==> src/rtl/bin2onehot_stim_if.sv <==
// Request/response bundle for the bin2onehot_stim tap decoder and sweeper.
// The master drives decode/sweep requests; the slave (the decoder) returns the tap pattern and status.
interface bin2onehot_stim_if #(
    parameter int WIDTH = 175,
    parameter int IDX_W = 8
);
    logic             start;
    logic [IDX_W-1:0] index_in;
    logic             index_valid;
    logic             index_ready;
    logic [WIDTH-1:0] one_hot;
    logic             one_hot_valid;
    logic [IDX_W-1:0] cur_index;
    logic             busy;
    logic             done;
    logic             err;

    modport master (
        output start, index_in, index_valid,
        input  index_ready, one_hot, one_hot_valid, cur_index, busy, done, err
    );

    modport slave (
        input  start, index_in, index_valid,
        output index_ready, one_hot, one_hot_valid, cur_index, busy, done, err
    );
endinterface

==> src/rtl/bin2onehot_stim.sv <==
// Binary tap index to registered one-hot delay-line pattern, plus an autonomous sweep across all taps.
// Define BIN2OH_THERMO_EN to emit a thermometer code (bits [index:0] set) instead of one-hot.
module bin2onehot_stim #(
    parameter int WIDTH = 175,
    parameter int IDX_W = 8,
    parameter int HOLD  = 4
) (
    input logic              clk,
    input logic              rst,
    bin2onehot_stim_if.slave bus
);

    localparam int CNT_W = (HOLD > 1) ? $clog2(HOLD) : 1;
    localparam logic [WIDTH-1:0] FIRST_TAP = WIDTH'(1);

    typedef enum logic [1:0] {
        IDLE,
        SWEEP,
        FINISH
    } state_t;

    state_t           state_q, state_d;
    logic [CNT_W-1:0] holdCnt_q, holdCnt_d;
    logic [WIDTH-1:0] oneHot_q, oneHot_d;
    logic [IDX_W-1:0] curIndex_q, curIndex_d;
    logic             valid_q, valid_d;
    logic             busy_q, busy_d;
    logic             done_q, done_d;
    logic             err_q, err_d;

    logic             indexReady;
    logic             inRange;
    logic [WIDTH-1:0] decoded;
    logic [WIDTH-1:0] shifted;

    assign indexReady = (state_q == IDLE) && !bus.start;
    assign inRange    = bus.index_in < IDX_W'(WIDTH);

    // Thermometer mode fills from bit 0; the subtraction only matters when inRange holds.
`ifdef BIN2OH_THERMO_EN
    assign decoded = {WIDTH{1'b1}} >> (IDX_W'(WIDTH - 1) - bus.index_in);
    assign shifted = {oneHot_q[WIDTH-2:0], 1'b1};
`else
    assign decoded = FIRST_TAP << bus.index_in;
    assign shifted = {oneHot_q[WIDTH-2:0], 1'b0};
`endif

    always_ff @(posedge clk) begin
        if (rst) begin
            state_q    <= IDLE;
            holdCnt_q  <= '0;
            oneHot_q   <= '0;
            curIndex_q <= '0;
            valid_q    <= 1'b0;
            busy_q     <= 1'b0;
            done_q     <= 1'b0;
            err_q      <= 1'b0;
        end else begin
            state_q    <= state_d;
            holdCnt_q  <= holdCnt_d;
            oneHot_q   <= oneHot_d;
            curIndex_q <= curIndex_d;
            valid_q    <= valid_d;
            busy_q     <= busy_d;
            done_q     <= done_d;
            err_q      <= err_d;
        end
    end

    always_comb begin
        state_d    = state_q;
        holdCnt_d  = holdCnt_q;
        oneHot_d   = oneHot_q;
        curIndex_d = curIndex_q;
        valid_d    = 1'b0;
        busy_d     = busy_q;
        done_d     = 1'b0;
        err_d      = 1'b0;

        case (state_q)
            IDLE: begin
                busy_d = 1'b0;
                // start wins over a simultaneous decode request because index_ready drops with start.
                if (bus.start) begin
                    state_d    = SWEEP;
                    holdCnt_d  = '0;
                    oneHot_d   = FIRST_TAP;
                    curIndex_d = '0;
                    valid_d    = 1'b1;
                    busy_d     = 1'b1;
                end else if (bus.index_valid) begin
                    if (inRange) begin
                        oneHot_d   = decoded;
                        curIndex_d = bus.index_in;
                        valid_d    = 1'b1;
                    end else begin
                        oneHot_d = '0;
                        err_d    = 1'b1;
                    end
                end
            end

            SWEEP: begin
                valid_d = 1'b1;
                busy_d  = 1'b1;
                if (holdCnt_q == CNT_W'(HOLD - 1)) begin
                    holdCnt_d = '0;
                    if (curIndex_q == IDX_W'(WIDTH - 1)) begin
                        state_d  = FINISH;
                        oneHot_d = '0;
                        valid_d  = 1'b0;
                        busy_d   = 1'b0;
                        done_d   = 1'b1;
                    end else begin
                        curIndex_d = curIndex_q + IDX_W'(1);
                        oneHot_d   = shifted;
                    end
                end else begin
                    holdCnt_d = holdCnt_q + CNT_W'(1);
                end
            end

            FINISH: begin
                state_d = IDLE;
                busy_d  = 1'b0;
            end

            default: begin
                state_d = IDLE;
                busy_d  = 1'b0;
            end
        endcase
    end

    assign bus.index_ready   = indexReady;
    assign bus.one_hot       = oneHot_q;
    assign bus.one_hot_valid = valid_q;
    assign bus.cur_index     = curIndex_q;
    assign bus.busy          = busy_q;
    assign bus.done          = done_q;
    assign bus.err           = err_q;

endmodule
==> src/flat_wrapper.sv <==
// flat-port wrapper written by rule: the top's interface ports become plain ports
module bin2onehot_stim_flat 
#(
    parameter int WIDTH = 175,
    parameter int IDX_W = 8,
    parameter int HOLD  = 4
)
  (clk, rst, bus_start, bus_index_in, bus_index_valid, bus_index_ready, bus_one_hot, bus_one_hot_valid, bus_cur_index, bus_busy, bus_done, bus_err);
  bin2onehot_stim_if #(.WIDTH(WIDTH), .IDX_W(IDX_W)) bus_i ();
  input logic clk;
  input logic rst;
  input wire logic [$bits(bus_i.start)-1:0] bus_start;
  input wire logic [$bits(bus_i.index_in)-1:0] bus_index_in;
  input wire logic [$bits(bus_i.index_valid)-1:0] bus_index_valid;
  output wire logic [$bits(bus_i.index_ready)-1:0] bus_index_ready;
  output wire logic [$bits(bus_i.one_hot)-1:0] bus_one_hot;
  output wire logic [$bits(bus_i.one_hot_valid)-1:0] bus_one_hot_valid;
  output wire logic [$bits(bus_i.cur_index)-1:0] bus_cur_index;
  output wire logic [$bits(bus_i.busy)-1:0] bus_busy;
  output wire logic [$bits(bus_i.done)-1:0] bus_done;
  output wire logic [$bits(bus_i.err)-1:0] bus_err;
  assign bus_i.start = bus_start;
  assign bus_i.index_in = bus_index_in;
  assign bus_i.index_valid = bus_index_valid;
  assign bus_index_ready = bus_i.index_ready;
  assign bus_one_hot = bus_i.one_hot;
  assign bus_one_hot_valid = bus_i.one_hot_valid;
  assign bus_cur_index = bus_i.cur_index;
  assign bus_busy = bus_i.busy;
  assign bus_done = bus_i.done;
  assign bus_err = bus_i.err;
  bin2onehot_stim #(.WIDTH(WIDTH), .IDX_W(IDX_W), .HOLD(HOLD)) u_core (.clk(clk), .rst(rst), .bus(bus_i));
endmodule
==> config.mk <==
export PLATFORM = sky130hd
export DESIGN_NAME = bin2onehot_stim_flat
export DESIGN_NICKNAME = d
export VERILOG_FILES = /design/src/rtl/bin2onehot_stim_if.sv /design/src/rtl/bin2onehot_stim.sv /design/src/flat_wrapper.sv
export SDC_FILE = /design/constraint.sdc
export NUM_CORES = 1
export LEC_CHECK = 0
export CORE_MARGIN = 5
export CORE_UTILIZATION = 41
export CTS_BUF_LIST = sky130_fd_sc_hd__clkbuf_8 sky130_fd_sc_hd__clkbuf_16
export DETAILED_ROUTE_END_ITERATION = 10
export PLACE_DENSITY = 0.79
export RECOVER_POWER = 50
export SYNTH_ARGS = -nofsm -noshare
export SYNTH_HDL_FRONTEND = slang
export SYNTH_SLANG_ARGS = --single-unit
==> constraint.sdc <==
create_clock -name clk -period 2.45 [get_ports clk]
set_clock_uncertainty 0.15 [all_clocks]
set_input_delay 0.49 -clock clk [delete_from_list [all_inputs] [get_ports clk]]
set_output_delay 0.49 -clock clk [all_outputs]
set_load 0.02 [all_outputs]
-- After elaboration in Yosys (flattened, before gate mapping)
Cells that the tools add are included.
- register bits after elaboration: 191
- ROM bits: 0
- memories: 0
- bits in latches: 0
- RAM bits: 0
- input bits: 12
- output and inout bits: 188
- add/subtract/negate cells: 2
- shift-type cells: 1
- divide/modulo/power cells: 0
- eq/ne operators: 9
- multipliers: 0
- reductions and logical operators: 10
- $lt $le $gt $ge: 1
- mux-type cells: 29
- bitwise logic cells: 4
- operators by type and width (kind ; count):
    2-to-1 mux 175 bit ; 5
    case mux 175 bit (2 select lines) ; 1
    << shifter 1 x 8 -> 175 bit, first input constant ; 1
    2-to-1 mux 8 bit ; 5
    case mux 8 bit (2 select lines) ; 1
    2-to-1 mux 2 bit ; 5
    adder 8 x 1 -> 8 bit, second input constant ; 1
    == test 8 bit, second input constant ; 1
    less-than comparator 8 bit, second input constant ; 1
    2-to-1 mux 1 bit ; 8
    case mux 2 bit (2 select lines) ; 2
    AND reduction 3 bit ; 2
    AND reduction 5 bit ; 1
    inequality test 2 x 1 -> 1 bit, second input constant ; 2
    inequality test 2 bit, second input constant ; 2
    NOT 1 bit ; 4
    case mux 1 bit (2 select lines) ; 2
    OR reduction 4 bit ; 1
    inequality test 3 x 2 -> 1 bit, second input constant ; 1
    inequality test 3 bit, second input constant ; 1
    OR reduction 3 bit ; 1
    adder 2 x 1 -> 2 bit, second input constant ; 1
    == test 2 x 1 -> 1 bit, second input constant ; 1
    == test 2 bit, second input constant ; 1
    5 further kinds ; 5

-- Depth between registers and ports, before layout
- depth after elaboration: 5
- mapped depth: 8
- gate-level depth less buffers: 6

-- Worst setup path before layout
OpenSTA, ideal clock, no wires.
- path type: input to register
- start point: input bus_start
- end point: register u_core.curIndex_q[6] (netlist: u_core.bus.cur_index[6])
- arrival time: 2006 ps
- setup slack: 172 ps
- required time: 2178 ps
- cell stages on the path: 7
- path through: buf_4 -> nor3_1 -> or3_1 -> buf_2 -> or3_1 -> buf_6 -> o311a_1
- cells in the longest elaborated chain, start to end: 2
- ends and longest elaborated chain (item ; RTL line ; source):
    from (decl) ; flat_wrapper.sv:12 ; input wire logic [$bits(bus_i.start)-1:0] bus_start;
    inequality test 3 x 2 -> 1 bit (no source line) (tied with other cells) ; -- ;
    AND reduction 5 bit (no source line) / case mux 8 bit (2 select lines) (equally long branches) ; -- ;
    to (signal assigned) ; bin2onehot_stim.sv:62 ; curIndex_q <= curIndex_d;
    to (decl) ; bin2onehot_stim.sv:25 ; logic [IDX_W-1:0] curIndex_q, curIndex_d;
Several ways; a longest one is shown, not always the timed one.
A chain may end at the register's enable or synchronous reset.

-- Worst setup path in the final report
- start point: input bus_start
- end point: output bus_index_ready
- cells in the longest elaborated chain, start to end: 2
- ends and longest elaborated chain (item ; RTL line ; source):
    logical NOT 1 bit ; bin2onehot_stim.sv:36 ; assign indexReady = (state_q == IDLE) && !bus.start;
    logical AND 1 bit ; bin2onehot_stim.sv:36 ;
    to (decl) ; flat_wrapper.sv:15 ; output wire logic [$bits(bus_i.index_ready)-1:0] bus_index_ready;
Every way passes these cells.

==> impl_summary.md <==
Setup path
STA classifies the critical path endpoint as an output pin. The critical path is of the in -> out type. Data on the critical path arrives at its endpoint at between 1500 and 2000 ps.

STA puts the critical path data required time at about 1800 ps. STA classifies the critical path startpoint as a primary input. The beginning of the worst register-to-register path is u_core.bus.cur_index[0]$_SDFFE_PP0P_. Of all nets on the critical path, the largest fanout is 4.

The worst setup path startpoint is bus_start. The minimum setup slack among reg-to-reg paths is about 240 ps.

Synth
During synthesis, Yosys emitted a total of 0 warnings. The number of different library cells used by synthesis comes to 47. Dividing the synthesized area by the synthesized cell count gives about 8.3 um2. In the synthesized netlist the async set-or-reset flop fraction comes to 0.

The synthesized net count is 1036. In the post-synthesis netlist, the biggest area contributors are sky130_fd_sc_hd__dfxtp_1 (45%), sky130_fd_sc_hd__a221oi_1 (18%), sky130_fd_sc_hd__nor3_1 (11%). The flip-flop and latch count after synthesis is approximately 190. The cell count after synthesis is between 1000 and 1500.

The synthesized design contains 0 enable-type register cells. Of the post-synthesis cell area, the dominant cell type holds 0.451. Of the synthesized area, sequential elements account for 0.451.

The library cell with the largest summed area after synthesis is sky130_fd_sc_hd__dfxtp_1. Summing every instance area after synthesis gives around 0.0085 mm2. The most frequently used flop master after synthesis is sky130_fd_sc_hd__dfxtp_1.

Timing
Setup repair after global routing left no endpoint under its margin. After layout, the minimum clock period comes to ~2400 ps. The final count of pins violating max slew came to 0. The worst slew margin relative to its limit is 0.675. The actual transition at the worst max-transition pin is between 400 and 500 ps. Of the available clock period, the critical path in the final layout requires 0.969. Hold is met by 349 ps. The fmax is approximately 420 MHz. The number of endpoints with negative hold slack in the final report is 0.

The final number of setup-violating endpoints is 0.

Layout
At the end of the flow the core is filled with cells to 0.576. The storage element area is approximately 0.0038 mm2. In the layout the commonest cells are sky130_fd_sc_hd__nor2_1 (236), sky130_fd_sc_hd__dfxtp_1 (190), sky130_fd_sc_hd__nor3_1 (184), sky130_fd_sc_hd__a221oi_1 (174), sky130_fd_sc_hd__dlygate4sd3_1 (151). The number of nets in the layout is ~1200. The repair_antennas step left the layout with diodes totalling 0. Relative to the synthesized area, the layout overhead comes to 37.9%.

The fraction of layout instances using a drive strength above 1 is 0.0964. The total area of multi-input combinational cells is about 0.0042 mm2. The number of inserted filler cells in the final layout is about 1800. Leaving out fill and tap cells, the most frequent cell in the layout is sky130_fd_sc_hd__nor2_1. The finished layout holds roughly 1500 standard cells, fillers aside.

Floorplan
The initial core utilization is 0.418. The x dimension of the die is 154 um. The floorplan step set the die height to 154 um. After floorplanning, the core was divided into 52 placement rows.

The core box area is roughly 0.020 mm2. The count of pins on the block boundary is 200. The overall die area is about 0.024 mm2.

Routing
In this run the remaining antenna-violating nets after routing total 0. The routed design uses between 2000 and 2500 um of met3 wire. The highest metal layer with signal wires is met4. The starting DRC count in detailed routing is about 1000. After detailed routing, the number of remaining DRC violations is 0.

The first-pass iteration count of the detailed router is 7. The wire length on met1 is around 12000 um. Dividing the detail-routed wire length by the instance count gives ~19 um.

Dividing the detail-routed via count by the number of cells gives 6.10. The detailed router placed ~9000 vias in this run. The routed length on met2 is about 13000 um. The aggregate routed wire length is 28500 um.

Run
Max-cap violations in this run came to 0.

Clocking
For this design, the sink count on the clock tree is about 190. The source-to-sink clock delay at the later pin of the worst-skew pair is 430 ps. The cell sitting at the root of the clock tree is a sky130_fd_sc_hd__clkbuf_16. The clock tree synthesis step divided the H-tree into 4 levels. The count of hold buffers inserted by post-cts repair is 0. After clock tree synthesis, the clock-pin slew on the worst setup and hold paths is about 60 ps. The clock passes through at most 2 buffers. The CTS tree is built. The number of clock buffers added by TritonCTS is 17.

Placed design
Counting tap cells, the placed design contains a total of between 1000 and 1500 instances. The congestion estimate from routability-driven global placement came to about 0.87. The half-perimeter wire length of the detailed placement result is slightly below 20000 um.

The number of buffer cells added on primary ports is 199.

Run status
The run finished with clean final reports.

Power and ir drop
The worst-case IR drop observed on VDD is ~0.00047 V. Summing internal, switching and leakage power gives slightly above 8 mW. The leakage power figure is approximately 4.6 nW. The power per standard cell area is slightly below 700 mW/mm2.

Global routing
The pin count of the biggest net entering global routing is about 90. The initial antenna violation count came to 0. Across every metal layer, demand over resource in global routing totals 0.235.

Global routing finished with a remaining overflow of 0. The first global-routing pass estimated 46700 um of wire. The via count of the first global-routing pass came to approximately 8400.

Hold path
The path type of the worst min-delay path is in -> reg. The beginning of the worst hold path is rst.
==> state kept, by name (all words and copies together) (netlist names) <==
| name | cells |
|---|---|
| u_core.bus.err | 1 |
| u_core.state_q | 2 |
| u_core.bus.one_hot | 175 |
| u_core.bus.busy | 1 |
| u_core.bus.cur_index | 8 |
| u_core.holdCnt_q | 2 |
| u_core.bus.done | 1 |
| u_core.bus.one_hot_valid | 1 |
==> synth_stat cells (5+ instances only) <==
library cell / count
sky130_fd_sc_hd__a21oi_1: 6
sky130_fd_sc_hd__a221oi_1: 174
sky130_fd_sc_hd__and3_1: 8
sky130_fd_sc_hd__buf_1: 8
sky130_fd_sc_hd__buf_2: 10
sky130_fd_sc_hd__clkbuf_1: 95
sky130_fd_sc_hd__dfxtp_1: 191
sky130_fd_sc_hd__inv_1: 5
sky130_fd_sc_hd__nand2_1: 8
sky130_fd_sc_hd__nand2b_1: 9
sky130_fd_sc_hd__nand3_1: 9
sky130_fd_sc_hd__nor2_1: 236
sky130_fd_sc_hd__nor2b_1: 6
sky130_fd_sc_hd__nor3_1: 188
==> routing by layer <==
metal	vias to the layer above	GRT usage
met4	0	0.0719
met2	434	0.364
met1	4321	0.331
li1	4179	-
met3	48	0.0489
met5	-	0
==> area by class of cell <==
type | count | share of cell area
Multi-Input combinational cell | 709 | 0.359
Sequential cell | 191 | 0.327
Timing Repair Buffer | 267 | 0.233
Clock buffer | 21 | 0.0411
Tap cell | 270 | 0.0289
Clock inverter | 10 | 0.00898
Inverter | 5 | 0.00160
==> kinds of logic after synthesis <==
group,share of synthesized area
fa+ha+maj,0.00443
flops,0.451
buf+inv,0.0572
compound gates,0.208
simple gates,0.274
mux,0.00502
==> worst paths after layout <==
check	end	cells after the start
max	bus_index_ready	4
min	u_core.bus.one_hot[0]$_SDFFE_PP0P_	2
max reg2reg	u_core.bus.cur_index[2]$_SDFFE_PP0P_	7
min reg2reg	u_core.bus.cur_index[0]$_SDFFE_PP0P_	1
==> power breakdown <==
group,leakage [nW],internal [mW],switching (mW),total [mW]
sequential,1.57,3.35,0.223,3.57
combinational,2.79,0.775,1.05,1.83
clock,0.283,1.52,1.22,2.74
==> metrics by stage <==
stage	instance area [um2]	setup TNS (ps)	setup slack, ps
3_3_place_gp	11100	-13440	-220
2_1_floorplan	8480	0	172
3_5_place_dp	11100	-15310	-271
6_report	11700	0	76.0
5_1_grt	11700	0	23.4
4_1_cts	11700	0	174
==> critical path, cell delays in order <==
cell                            delay [ps]
sky130_fd_sc_hd__dlygate4sd3_1         570
sky130_fd_sc_hd__clkbuf_1              160
sky130_fd_sc_hd__nor3_1                160
sky130_fd_sc_hd__dlygate4sd2_1         360
==> repair_timing <==
action / CTS / global route
setup endpoints to repair: 1 / 1
hold endpoints to repair: 0 / 0
resized for setup: 1 / 1
buffers inserted: 0 / 0
Power figures use the tool's default switching activity.
